==> src/rtl/player_input_ctrl.sv <==
// Per-player joystick front end: 2-flop sync, debounce, priority encode, event/overrun flags.
// Define PLAYER_INPUT_HOLD_EN to hold the last direction when all switches are released.
module player_input_ctrl #(
    parameter int unsigned N_PLAYERS       = 2,
    parameter int unsigned DEBOUNCE_CYCLES = 500000
) (
    input  logic                   clock,
    input  logic                   reset,
    input  logic [4*N_PLAYERS-1:0] dir_sw,
    input  logic [N_PLAYERS-1:0]   dir_ack,
    output logic [3*N_PLAYERS-1:0] dir_out,
    output logic [N_PLAYERS-1:0]   dir_pend,
    output logic [N_PLAYERS-1:0]   dir_ovr
);

    localparam int unsigned      CNT_W    = $clog2(DEBOUNCE_CYCLES + 1);
    localparam logic [CNT_W-1:0] CNT_LAST = CNT_W'(DEBOUNCE_CYCLES - 1);

    for (genvar i = 0; i < N_PLAYERS; i++) begin : g_ch
        logic [3:0]       sync1, sync2, sync_prev, stable;
        logic [CNT_W-1:0] cnt, cnt_eff;
        logic [2:0]       enc, out_q;
        logic             load, evt;
        logic             pend_q, ovr_q;

        // A fresh change in the synchronised value restarts the count from zero
        always_comb begin
            cnt_eff = (sync2 != sync_prev) ? '0 : cnt;
            enc     = 3'b000;
            if (stable[0])      enc = 3'b100;
            else if (stable[1]) enc = 3'b101;
            else if (stable[2]) enc = 3'b110;
            else if (stable[3]) enc = 3'b111;
`ifdef PLAYER_INPUT_HOLD_EN
            load = enc[2];
`else
            load = 1'b1;
`endif
            evt = load && (enc != out_q);
        end

        always_ff @(posedge clock or posedge reset) begin
            if (reset) begin
                sync1     <= '0;
                sync2     <= '0;
                sync_prev <= '0;
                stable    <= '0;
                cnt       <= '0;
                out_q     <= '0;
                pend_q    <= 1'b0;
                ovr_q     <= 1'b0;
            end else begin
                sync1     <= dir_sw[4*i +: 4];
                sync2     <= sync1;
                sync_prev <= sync2;

                if (sync2 == stable) begin
                    cnt <= '0;
                end else if (cnt_eff == CNT_LAST) begin
                    stable <= sync2;
                    cnt    <= '0;
                end else begin
                    cnt <= cnt_eff + CNT_W'(1);
                end

                if (evt) out_q <= enc;

                // Ack coinciding with an event keeps pend but forgives the overrun
                if (evt) begin
                    pend_q <= 1'b1;
                    if (dir_ack[i])  ovr_q <= 1'b0;
                    else if (pend_q) ovr_q <= 1'b1;
                end else if (dir_ack[i]) begin
                    pend_q <= 1'b0;
                    ovr_q  <= 1'b0;
                end
            end
        end

        assign dir_out[3*i +: 3] = out_q;
        assign dir_pend[i]       = pend_q;
        assign dir_ovr[i]        = ovr_q;
    end

endmodule

==> config.mk <==
export PLATFORM = sky130hd
export DESIGN_NAME = player_input_ctrl
export DESIGN_NICKNAME = d
export VERILOG_FILES = /design/src/rtl/player_input_ctrl.sv
export SDC_FILE = /design/constraint.sdc
export NUM_CORES = 1
export LEC_CHECK = 0
export CAP_MARGIN = 20
export CORE_ASPECT_RATIO = 0.75
export CORE_UTILIZATION = 55
export CTS_BUF_LIST = sky130_fd_sc_hd__clkbuf_4 sky130_fd_sc_hd__clkbuf_8 sky130_fd_sc_hd__clkbuf_16
export CTS_CLUSTER_DIAMETER = 60
export CTS_CLUSTER_SIZE = 40
export DETAILED_ROUTE_END_ITERATION = 16
export PLACE_DENSITY = 0.78
export SLEW_MARGIN = 5
export SYNTH_ARGS = -nofsm -noshare
export SYNTH_HDL_FRONTEND = slang
export SYNTH_SLANG_ARGS = --single-unit
==> constraint.sdc <==
create_clock -name clock -period 7.75 [get_ports clock]
set_input_delay 1.1625 -clock clock [delete_from_list [all_inputs] [get_ports clock]]
set_output_delay 1.1625 -clock clock [all_outputs]
set_load 0.05 [all_outputs]
==> flow_summary.toml, run 1 <==
[placed_design]
place_inst = 407
detailed_place_hpwl_mm = 4.41
dpl_cell_area_sq_um = 3820
portBuffers = 21
routabilityCongestion = 0.905

[yosys]
synth_area_leaders = "dfrtp_1 (56%), xor2_1 (7.6%), xnor2_1 (5.2%)"
yosysWarnings = 0
netlist.area_leader.share = 0.562
postSynthCellCount = 316
syn_area_sq_um = 3560
yosys_most_used_dff = "dfrtp_1"
yosysSeqAreaShare = 0.562
yosysTopAreaCell = "dfrtp_1"
synth_top_cells_by_count = "dfrtp_1 (80), nor2_1 (37), xor2_1 (31)"
ys_async_sr_fraction = 1.00
synth-seq-cells = 80
synth_fp_nets = 330
synth.avg_cell_area_sq_um = 11.3
synth_cell_type_count = 41
synth_most_common_cell = "dfrtp_1"
synth_edf_count = 0

[final_layout]
post-route-util = 0.667
stdcell_count = 423
insertedDiodeCount = 0
final_layout_size_suffix_gt1_frac = 0.101
synthToLayoutAreaGrowth_pct = 13.0
nNetsFinal = 354
stdcell_area_sq_um = 4020

[routing]
drtIter0Drc = 96
vias = 2320
wl_per_cell_microns = 14.9
antenna_left = 0
drc = 0
routed_wl_mm = 6.31
first_pass_iters = 4
viasPerCell = 5.48

[die]
design.core.area_sq_um = 6040
io_pins = 22
die_h_microns = 71.7
start_util = 0.590
row_count = 24
dieArea_sq_um = 6800
dieWidth_microns = 94.9

[grt]
grt_pass1_wl_mm = 10.7
grt_usage = 0.214
grt_max_degree = 59
grt_pass1_vias = 2300
overflow = 0
antenna_found_initial = 0

[worst_hold_path]
hp-start = "g_ch[0].sync1[2]$_DFF_PP0_"
worstHoldPathCells = 0
hp-class = "reg2reg"
worstHoldEndpoint = "g_ch[0].sync2[2]$_DFF_PP0_"

[setup_path]
worstRegToRegCells = 9
path_buf_inv = 0
rrSetupSlack_ns = 4.85
crit_required_ns = 7.99
worstPathCellList = "xor2_1 > nor4_4 > and2_1 > ha_1 > and3_1 > and4_1 > nand3_1 > nand2b_2 > nor2_1"
crit_type = "reg2reg"
r2r_end = "g_ch[1].cnt[13]$_DFF_PP0_"
worst-path-max-fanout = 14
start_kind = "register"
end_kind = "register"
r2r_start = "g_ch[1].sync2[2]$_DFF_PP0_"
cpPeakStageDelay_ns = 0.58
arrival_ns = 3.13
crit_slowest_cell = "nor4_4"
crit_family = "simple AND/OR/NAND/NOR gates"

[clocking]
cts_hold_buf = 0
insertion_delay_ns = 0.35
cts_tree = "built"
post_cts_resize_count = 0
cts-htree-levels = 3
cts_root_buffer = "clkbuf_8"
clockBufferDepth = 2
numCtsBuffers = 9
clock-sinks = 80
clkTransAtPathRegs_ns = 0.08
cts_setup_buffers = 0

[timing]
slew_viol_final = 0
finalSetupTns_ns = 0
rsz0062_at_grt = "false"
fin_skew_ns = 0.00539
timing.final.crit_period_ns = 2.90
fmax_mhz = 345
post-route-period-util = 0.374
setup_violations = 0
hold_viol_final = 0
tightest_slew_ns = 0.704
slew_headroom = 0.527

[pwr]
p_leak_nw = 1.69
powerDensity_nw_per_um2 = 192
peakVddDrop_mv = 0.161
p_total_mw = 0.773

[job]
cap_violations = 0

[status]
status = "finished clean"
[per-layer routing]
layer	part of all wire	global-route usage	wire length (microns)	vias to the layer above
met5	0	0	0	-
li1	-	-	-	1135
met3	0.043	0.0817	273	9
met2	0.46	0.318	2890	45
met1	0.49	0.292	3070	1131
met4	0.013	0.0657	83	0
[flip-flops by register name, summed over array words and instances, names as in the netlist]
register        flops
g_ch.cnt           38
g_ch.stable         8
g_ch.sync1          8
g_ch.sync2          8
g_ch.sync_prev      8
g_ch.out_q          6
g_ch.ovr_q          2
g_ch.pend_q         2
[kinds of logic after synthesis]
family / count (synthesis) / share of synthesized area
simple gates: 139 / 0.218
flops: 80 / 0.562
xor+xnor: 52 / 0.128
compound gates: 19 / 0.0380
buf+inv: 17 / 0.0243
mux: 7 / 0.0221
fa+ha+maj: 2 / 0.00703
[power breakdown]
part           switching [mW]  total, mW  internal [mW]
Sequential            0.00563      0.430          0.425
Clock                   0.147      0.313          0.166
Combinational          0.0182     0.0291         0.0110
[final cells by class]
class                   count  area (sq um)
multi-input cells         219          1470
clock inverters             4          52.6
inverters                   8          30.0
repair buffers             22           218
well taps                  78          97.6
flip-flops and latches     80          2000
clock buffers              12           153
fillers                   451          2010
[layout by cell type, fill, tap and decap left out, drive strengths merged, types with 3 or more instances in the layout]
master         synthesis  final
nor3                  13     13
clkbuf                 1     12
nand2b                 5      5
and2                   7      7
clkdlybuf4s50          0     21
nor4                   6      6
nor2                  37     37
nand4                 12     12
dfrtp                 80     80
or3                    4      4
xnor2                 21     21
nand2                 15     15
xor2                  31     31
and3                   7      7
nor4b                  3      3
a21oi                  6      6
mux2                   7      7
inv                    8      9
o211ai                 3      3
nand3                 17     17
and4                   8      8
[through the flow]
step	hold WS, ns	setup slack (ns)
2_1_floorplan	0.331	4.54
3_3_place_gp	0.332	5.02
3_5_place_dp	0.335	4.88
4_1_cts	0.352	4.84
5_1_grt	0.356	4.56
6_report	0.352	4.85
[worst max path at each step]
stage,startpoint,end,slack (ns),depth (start not counted)
3_3_place_gp,g_ch[1].sync2[3]$_DFF_PP0_,g_ch[1].cnt[14]$_DFF_PP0_,5.02,9
2_1_floorplan,reset,g_ch[0].cnt[0]$_DFF_PP0_,4.54,1
3_5_place_dp,g_ch[1].sync2[2]$_DFF_PP0_,g_ch[1].cnt[12]$_DFF_PP0_,4.88,9
6_report,g_ch[1].sync2[2]$_DFF_PP0_,g_ch[1].cnt[13]$_DFF_PP0_,4.85,9
4_1_cts,g_ch[1].sync2[2]$_DFF_PP0_,g_ch[1].cnt[13]$_DFF_PP0_,4.84,9
5_1_grt,g_ch[1].sync2[2]$_DFF_PP0_,g_ch[1].cnt[11]$_DFF_PP0_,4.56,9
No activity file was read; power rests on OpenSTA's default activity.
==> run 2: changes to the inputs <==
==> constraint.sdc (replaced) <==
create_clock -name clock -period 2.9 [get_ports clock]
set_input_delay 0.435 -clock clock [delete_from_list [all_inputs] [get_ports clock]]
set_output_delay 0.435 -clock clock [all_outputs]
set_load 0.05 [all_outputs]
==> run 2 against run 1 <==
  * Non-clock buffer count rose by 4
  * Combinational power rose to 2.8 times the previous value
  * Sequential cell count did not move
  * Count of clock-buffer cells in the layout fell by 3
  * Sequential power rose to 2.7 times the previous value
  * Cell area rose by 0.53%
  * Utilization rose by 0.35 points
  * Register-to-register slack got worse by 4.5 ns
  * Die area did not move
==> flow_summary.toml, run 2 (same netlist as run 1, synthesis figures left out) <==
[timing]
fin_ws_ns = 0.302
finalSetupTns_ns = 0
slew_headroom = 0.500
slew_viol_final = 0
fin_skew_ns = 0.00732
post-route-period-util = 0.896
fmax_mhz = 385
setup_violations = 0
hold_viol_final = 0
timing.final.crit_period_ns = 2.60
tightest_slew_ns = 0.743
rsz0062_at_grt = "false"

[die]
start_util = 0.590
row_count = 24
die_h_microns = 71.7
io_pins = 22
dieArea_sq_um = 6800
design.core.area_sq_um = 6040
dieWidth_microns = 94.9

[final_layout]
largest_register_ffs = 38
synthToLayoutAreaGrowth_pct = 13.6
fillers = 459
multi_input_area_sq_um = 1470
register_area_sq_um = 2000
final_layout_size_suffix_gt1_frac = 0.104
top_register = "g_ch.cnt"
insertedDiodeCount = 0
final_cell_mix = "dfrtp_1 (80), nor2_1 (37), xor2_1 (31), xnor2_1 (21), clkdlybuf4s50_1 (21)"
nNetsFinal = 358
mostFrequentLayoutCell = "dfrtp_1"

[setup_path]
start_kind = "register"
rrSetupSlack_ns = 0.30
arrival_ns = 2.81
crit_top_cell = "nor2_1"
r2r_start = "g_ch[0].sync2[1]$_DFF_PP0_"
crit_required_ns = 3.11
worstPathCellList = "xnor2_1 > and4_1 > and2_1 > ha_1 > and3_1 > nand2_1 > nor2_1 > or3_1 > nor2_1"
crit_type = "reg2reg"
worst-path-max-fanout = 13
worstRegToRegCells = 9
crit_slowest_cell = "or3_1"
cpPeakStageDelay_ns = 0.45
end_kind = "register"
r2r_end = "g_ch[0].cnt[6]$_DFF_PP0_"

[grt]
antenna_found_initial = 0
grt_pass1_vias = 2314
overflow = 0
grt_pass1_wl_mm = 10.6
grt_max_degree = 33
grt_usage = 0.212

[pwr]
peakVddDrop_mv = 0.379
p_leak_nw = 1.70
powerDensity_nw_per_um2 = 511

[clocking]
post_cts_resize_count = 0
clock-sinks = 80
numCtsBuffers = 9
cts-htree-levels = 3
cts_tree = "built"
cts_setup_buffers = 0
clockBufferDepth = 2
clkTransAtPathRegs_ns = 0.07
cts_root_buffer = "clkbuf_8"
cts_hold_buf = 0
insertion_delay_ns = 0.34

[routing]
drtIter0Drc = 100
wl_per_cell_microns = 14.7
antenna_left = 0
viasPerCell = 5.37
first_pass_iters = 4
routed_wl_mm = 6.22
vias = 2278
drc = 0

[worst_hold_path]
worstHoldPathCells = 0
hp-start = "g_ch[1].sync1[2]$_DFF_PP0_"
worstHoldEndpoint = "g_ch[1].sync2[2]$_DFF_PP0_"
hp-class = "reg2reg"

[placed_design]
routabilityCongestion = 0.789
portBuffers = 21
dp_slack_ns = 0.301
detailed_place_hpwl_mm = 4.43

[job]
cap_violations = 0

[status]
status = "finished clean"
==> run 2: changes by cell type in the layout (fill, tap and decap cells not counted), sizes merged <==
cell      change
clkbuf        -3
buf           +4
clkinv        -1
clkinvlp      +1
inv           -1
bufinv        +1
==> run 2: worst max-delay path by stage <==
stage	depth (start not counted)	startpoint	slack, ns	end
6_report	9	g_ch[0].sync2[1]$_DFF_PP0_	0.30	g_ch[0].cnt[6]$_DFF_PP0_
3_3_place_gp	8	g_ch[1].sync2[2]$_DFF_PP0_	0.36	g_ch[1].stable[0]$_DFFE_PP0P_
2_1_floorplan	10	g_ch[1].sync2[3]$_DFF_PP0_	0.29	g_ch[1].stable[0]$_DFFE_PP0P_
3_5_place_dp	8	g_ch[0].sync2[2]$_DFF_PP0_	0.30	g_ch[0].stable[3]$_DFFE_PP0P_
5_1_grt	9	g_ch[0].sync2[1]$_DFF_PP0_	0.03	g_ch[0].cnt[18]$_DFF_PP0_
4_1_cts	8	g_ch[0].sync2[2]$_DFF_PP0_	0.30	g_ch[0].stable[2]$_DFFE_PP0P_
==> run 2: final cells by class <==
class,count,area share
clock buffers,9,0.0306
inverters,8,0.00742
clock inverters,4,0.0179
multi-input cells,219,0.364
repair buffers,26,0.0612
well taps,78,0.0241
flip-flops and latches,80,0.495
==> run 2: metrics by stage <==
stage | utilization | instance area (sq um) | power [mW] | instances | hold slack [ns]
global route | 0.670 | 4050 | 2.15 | 424 | 0.352
finish | 0.670 | 4050 | 2.07 | 424 | 0.350
CTS | 0.670 | 4050 | 2.10 | 424 | 0.353
floorplan | - | 3560 | 1.22 | 316 | 0.331
global placement | 0.638 | 3850 | 1.25 | 411 | 0.332
detailed placement | 0.638 | 3850 | 1.26 | 411 | 0.345
==> run 2: power breakdown <==
part           internal (mW)  switching, mW  leakage, nW
Clock                  0.469          0.366       0.0970
Combinational         0.0325         0.0491        0.547
Sequential              1.14         0.0162         1.05
==> run 2: per-layer routing <==
metal / global-route usage / vias up / share of wire
met4: 0.0943 / 0 / 0.016
met2: 0.327 / 29 / 0.45
met3: 0.0584 / 13 / 0.026
li1: - / 1140 / -
met1: 0.282 / 1096 / 0.51
met5: 0 / - / 0
==> run 2: worst max-delay path: cells and delay by family, from the launching register on <==
| family | cells | cell delay [ns] |
|---|---|---|
| adders and majority gates | 1 | 0.20 |
| xor gates and xnor gates | 1 | 0.25 |
| and+or+nand+nor | 7 | 1.60 |
| DFF | 1 | 0.43 |
